==> src/rtl/instruction_memory.sv <==
// -----------------------------------------------------------------------------
// instruction_memory
//   Read-only, byte-organised instruction store for the rv32i fetch stage with
//   a registered valid/ready request/response interface. One request is
//   outstanding at a time; each returns a little-endian 32-bit instruction (or
//   a fault) WAIT_STATES+1 cycles after acceptance.
//
//   The text image is supplied at elaboration through INIT_IMAGE, a packed
//   vector whose byte i (bits 8*i+7:8*i) is the byte at address MEM_ORG+i.
//
// Parameters:
//   MEM_ORG      first valid byte address
//   MEM_END      one past the last valid byte address
//   INIT_IMAGE   contents of MEM_ORG..MEM_END-1, byte 0 in bits 7:0
//   WAIT_STATES  extra cycles (0..15) between acceptance and response
//   ALIGN_BYTES  required fetch alignment: 4, or 2 for compressed-capable fetch
//
// Ports:
//   clk_i        clock, rising edge
//   rst_i        asynchronous active-high reset
//   req_valid_i  fetch request valid
//   req_ready_o  request accepted when valid and ready are both high
//   req_addr_i   byte address of the instruction
//   rsp_valid_o  response valid
//   rsp_ready_i  consumer accepts the response
//   rsp_instr_o  bytes addr..addr+3, byte at addr in bits 7:0
//   rsp_fault_o  misaligned or out-of-range fetch, qualified by rsp_valid_o
//   rsp_addr_o   address of the request being answered
// -----------------------------------------------------------------------------
module instruction_memory #(
  parameter logic [31:0]                      MEM_ORG     = 32'h0000_0100,
  parameter logic [31:0]                      MEM_END     = 32'h0000_0200,
  parameter logic [8*(MEM_END-MEM_ORG)-1:0]   INIT_IMAGE  = '0,
  parameter int unsigned                      WAIT_STATES = 0,
  parameter int unsigned                      ALIGN_BYTES = 4
) (
  input  logic        clk_i,
  input  logic        rst_i,
  input  logic        req_valid_i,
  output logic        req_ready_o,
  input  logic [31:0] req_addr_i,
  output logic        rsp_valid_o,
  input  logic        rsp_ready_i,
  output logic [31:0] rsp_instr_o,
  output logic        rsp_fault_o,
  output logic [31:0] rsp_addr_o
);

  localparam int unsigned IMG_BITS   = 8 * (MEM_END - MEM_ORG);
  localparam int unsigned IDX_W      = $clog2(IMG_BITS);
  localparam logic [31:0] ALIGN_MASK = 32'(ALIGN_BYTES - 1);

  localparam logic [1:0] ST_IDLE = 2'd0;
  localparam logic [1:0] ST_WAIT = 2'd1;
  localparam logic [1:0] ST_RESP = 2'd2;

  // Where an accepted request goes: straight to RESP without wait states.
  localparam logic [1:0] ACCEPT_STATE = (WAIT_STATES == 0) ? ST_RESP : ST_WAIT;
  localparam logic [3:0] ACCEPT_CNT   = (WAIT_STATES == 0) ? 4'd0 : 4'(WAIT_STATES - 1);

  if ((WAIT_STATES > 15) || ((ALIGN_BYTES != 4) && (ALIGN_BYTES != 2))) begin : g_param_check
    $error("instruction_memory: WAIT_STATES must be 0..15 and ALIGN_BYTES 2 or 4");
  end

  logic [1:0]       state_q, state_d;
  logic [3:0]       cnt_q, cnt_d;
  logic [31:0]      addr_q;
  logic             accept;
  logic             load_rsp;
  logic [31:0]      sel_addr;
  logic [32:0]      sel_end;
  logic             sel_fault;
  logic [IDX_W-1:0] bit_idx;
  logic [31:0]      sel_instr;

  // Next-state, handshake and response-load decode.
  always_comb begin
    state_d     = state_q;
    cnt_d       = cnt_q;
    req_ready_o = 1'b0;
    accept      = 1'b0;
    load_rsp    = 1'b0;

    case (state_q)
      ST_IDLE: req_ready_o = 1'b1;
      ST_RESP: req_ready_o = rsp_ready_i;
      default: req_ready_o = 1'b0;
    endcase

    accept = req_valid_i && req_ready_o;

    case (state_q)
      ST_IDLE: begin
        if (accept) begin
          state_d = ACCEPT_STATE;
          cnt_d   = ACCEPT_CNT;
        end
      end
      ST_WAIT: begin
        if (cnt_q == 4'd0) state_d = ST_RESP;
        else               cnt_d   = cnt_q - 4'd1;
      end
      ST_RESP: begin
        if (accept) begin
          state_d = ACCEPT_STATE;
          cnt_d   = ACCEPT_CNT;
        end else if (rsp_ready_i) begin
          state_d = ST_IDLE;
        end
      end
      default: state_d = ST_IDLE;
    endcase

    // Response regs load only on entry into RESP (including RESP->RESP refill).
    load_rsp = (state_d == ST_RESP) && ((state_q != ST_RESP) || accept);
  end

  // With zero wait states RESP is entered on the accepting edge, so the live
  // request address is used; otherwise the latched one.
  always_comb begin
    sel_addr  = accept ? req_addr_i : addr_q;
    sel_end   = {1'b0, sel_addr} + 33'd4;
    sel_fault = ((sel_addr & ALIGN_MASK) != 32'd0) ||
                (sel_addr < MEM_ORG) ||
                (sel_end > {1'b0, MEM_END});
    bit_idx   = IDX_W'((sel_addr - MEM_ORG) << 3);
    sel_instr = sel_fault ? 32'h0000_0000 : INIT_IMAGE[bit_idx +: 32];
  end

  // State register.
  always_ff @(posedge clk_i or posedge rst_i) begin
    if (rst_i) state_q <= ST_IDLE;
    else       state_q <= state_d;
  end

  // Wait counter, request address and registered response.
  always_ff @(posedge clk_i or posedge rst_i) begin
    if (rst_i) begin
      cnt_q       <= 4'd0;
      addr_q      <= 32'd0;
      rsp_valid_o <= 1'b0;
      rsp_instr_o <= 32'd0;
      rsp_fault_o <= 1'b0;
      rsp_addr_o  <= 32'd0;
    end else begin
      cnt_q       <= cnt_d;
      rsp_valid_o <= (state_d == ST_RESP);
      if (accept) addr_q <= req_addr_i;
      if (load_rsp) begin
        rsp_instr_o <= sel_instr;
        rsp_fault_o <= sel_fault;
        rsp_addr_o  <= sel_addr;
      end
    end
  end

endmodule

==> config.mk <==
export PLATFORM = sky130hd
export DESIGN_NAME = instruction_memory
export DESIGN_NICKNAME = d
export VERILOG_FILES = /design/src/rtl/instruction_memory.sv
export SDC_FILE = /design/constraint.sdc
export NUM_CORES = 1
export LEC_CHECK = 0
export ABC_AREA = 1
export CAP_MARGIN = 20
export CORE_MARGIN = 3
export CORE_UTILIZATION = 40
export CTS_CLUSTER_DIAMETER = 30
export DETAILED_ROUTE_END_ITERATION = 8
export PLACE_DENSITY = 0.7
export SYNTH_ARGS = -nofsm -noshare
export SYNTH_HDL_FRONTEND = slang
export SYNTH_SLANG_ARGS = --single-unit
==> constraint.sdc <==
create_clock -name clk_i -period 6.3 [get_ports clk_i]
set_input_delay 0.945 -clock clk_i [delete_from_list [all_inputs] [get_ports clk_i]]
set_output_delay 0.945 -clock clk_i [all_outputs]
set_load 0.01 [all_outputs]
==> flow_summary.yaml <==
sta:
  relSlewSlack_pct: 38.5
  min_period_ps: 3970
  final.setup.tns_ps: 0
  drv_slew: 0
  skew_ps: 4.21
  tightest_slew_ps: 922
  fmaxAchievable_ghz: 0.252
  finalCritPeriodShare_pct: 63.0
  rsz0062_at_grt: "false"
  hold_violations: 0
  setup_viol: 0
power:
  p_per_area_mw_per_mm2: 283
  power_w: 0.00161
  p_leak_nw: 2.79
  ir_worst_vdd_mv: 0.136
yosys:
  synth_top_family_by_area: "simple AND/OR/NAND/NOR gates"
  synth_simple_gate_area_share_pct: 38.1
  yosys.area_share.xor_xnor_pct: 0.558
  synthFlopType: "dfrtp_1"
  avgSynthCellArea_um2: 6.93
  synth-edff-count: 0
  synthMuxAreaShare_pct: 0
  netlist_instances: 680
  synth_seq_cells: 72
  yosysUniqueCellTypes: 33
  synth_adder_area_share_pct: 0.531
  synth_area_mm2: 0.00471
  synth_compound_area_share_pct: 6.53
  synth_seq_area_share_pct: 38.2
  ys_warn_count: 0
  async_flop_share_pct: 100
critical_path:
  cp_slowest_cell: "nand3_4"
  cp-end-kind: "flip-flop"
  cp_data_required_time_ps: 6540
  worstSetupPathType: "in -> reg"
  crit_chain: "clkdlybuf4s50_1, inv_1, nand2_4, nand3_4, nand2_1, nand2_2, inv_2, nand2_1, nor2_1, nand2_1, nor2_1, nor2_1, nor2_1, nand2_1, nor2_1, nand2_1, nor2_1, nand3_1, nand2_1, inv_1"
  cp_max_fo: 70
  critPathMaxStageDelay_ps: 660
  worstPathArrival_ps: 4210
  cp-start-kind: "primary input"
finish:
  layout.cells.non_filler: 887
  nNetsFinal: 777
  antenna_cells: 0
  area_growth_syn_to_layout_pct: 20.6
  drive_above_1_share_pct: 8.87
  fillerInstances: 1158
floorplanning:
  initial_core_util_pct: 41.1
  die_h_um: 115
  rows: 39
  core_area_mm2: 0.0115
  ioPinCount: 103
  die_x_um: 115
  design.die.area_mm2: 0.0131
global_routing:
  grt.overflow.total: 0
  grt_max_degree: 73
  antenna_found_initial: 0
  grt_pass1_vias: 4154
  track_usage_pct: 20.4
  grt_pass1_wl_mm: 21.1
clocking:
  cts_setup_buffers: 0
  cts_resized: 0
  path_clk_slew_ps: 60
  cts_sinks: 72
  root_buffer: "clkbuf_16"
  tritoncts: "done"
  cts.path.max_buffers: 2
  cts-buffers-inserted: 9
  holdBufCountCts: 0
  insertion_delay_ps: 340
  cts_max_level: 3
detailed_routing:
  antenna_left: 0
  wl_mm: 12.9
  routed_via_density: 4.97
  route.vias.total: 4407
  first_iter_violations: 466
  firstDrtPassIters: 5
  drc: 0
  wl_per_cell_um: 14.5
placed_design:
  portBuffers: 70
  dp_hpwl_mm: 9.81
  dp.cells: 871
  gp_congestion: 1.00
min_path:
  min_path_type: "reg -> reg"
run:
  cap_violations: 0
run_status:
  status: "finished clean"
## power breakdown
part	internal (W)	switching [W]	total (W)	leakage (nW)
Sequential	0.000536	0.0000379	0.000574	0.869
Combinational	0.000169	0.000260	0.000429	1.76
Clock	0.000400	0.000205	0.000604	0.169
## flip-flops by register name, summed over array words and instances, names as in the netlist
signal       count
rsp_fault_o      1
rsp_addr_o      32
addr_q          32
state_q          2
rsp_valid_o      1
cnt_q            4
## cells in the final DEF (no fill, tap or decap), types with 21 or more instances in the layout
cell | netlist | layout
clkdlybuf4s50_1 | 0 | 70
conb_1 | 1 | 32
dfrtp_1 | 72 | 72
inv_1 | 86 | 85
nand2_1 | 202 | 202
nand2_2 | 21 | 21
nand3_1 | 35 | 35
nand4_1 | 45 | 45
nor2_1 | 68 | 68
o21ai_0 | 44 | 44
## path summary, 6_finish.rpt
path                           startpoint  slack, ps  cells after the start        endpoint
max                           rsp_ready_i       2330                     20     rsp_fault_o
min                        rsp_addr_o[26]        480                      2  rsp_addr_o[26]
max reg2reg                    state_q[0]       2780                     18     rsp_fault_o
min reg2reg                rsp_addr_o[26]        480                      2  rsp_addr_o[26]
max in group asynchronous           rst_i       4500                      3      addr_q[19]
min in group asynchronous           rst_i       1210                      3  rsp_addr_o[29]
## critical path: cells and delay by family
family | cells | cell delay [ps]
AND/OR/NAND/NOR | 16 | 2540
buffers and inverters | 4 | 690
## stage by stage
stage / setup WS, ps / instance area [um2] / hold WS, ps / utilization (%)
finish: 2330 / 5680 / 481 / 49.6
global route: 1920 / 5680 / 510 / 49.6
CTS: 2360 / 5680 / 487 / 49.6
detailed placement: 2020 / 5330 / 473 / 46.5
global placement: 2010 / 5330 / 465 / 46.5
floorplan: 3530 / 4830 / 469 / -
## routing by layer
| metal | wire (um) | share of wire (%) | track usage [%] | vias up |
|---|---|---|---|---|
| li1 | - | - | - | 2200 |
| met1 | 6090 | 47 | 29.4 | 2034 |
| met2 | 5620 | 44 | 29.9 | 147 |
| met3 | 851 | 6.6 | 3.17 | 26 |
| met4 | 339 | 2.6 | 9.18 | 0 |
| met5 | 0 | 0 | 0 | - |
## logic make-up (layout without fill, tap and decap cells)
family,after synthesis,in the layout
fa+ha+maj,2,2
flops,72,72
other cells,1,32
buf+inv,150,183
xor+xnor,3,3
compound gates,58,58
simple gates,394,394
## cell usage after synthesis (2+ instances only)
cell	n	area, um2
nand2_1	202	758
inv_1	86	323
dfrtp_1	72	1800
nor2_1	68	255
nand4_1	45	282
o21ai_0	44	220
nand3_1	35	175
buf_4	32	240
nand2_2	21	131
buf_2	8	40.0
nor2_2	8	50.1
clkbuf_1	7	26.3
inv_2	7	26.3
o21ai_1	7	35.0
buf_6	6	67.6
nor2_4	5	56.3
nor3_1	4	20.0
a21oi_1	3	15.0
xor2_1	3	26.3
clkinv_1	2	7.51
ha_1	2	25.0
o22ai_1	2	12.5
## final cells by class
class	count	area (um2)	share of cell area [%]
multi-input cells	489	2280	40.0
flip-flops and latches	72	1800	31.7
repair buffers	72	716	12.6
inverters	95	357	6.27
clock buffers	10	239	4.21
well taps	143	179	3.15
clock inverters	6	115	2.03
(Power assumes the default switching activity.)
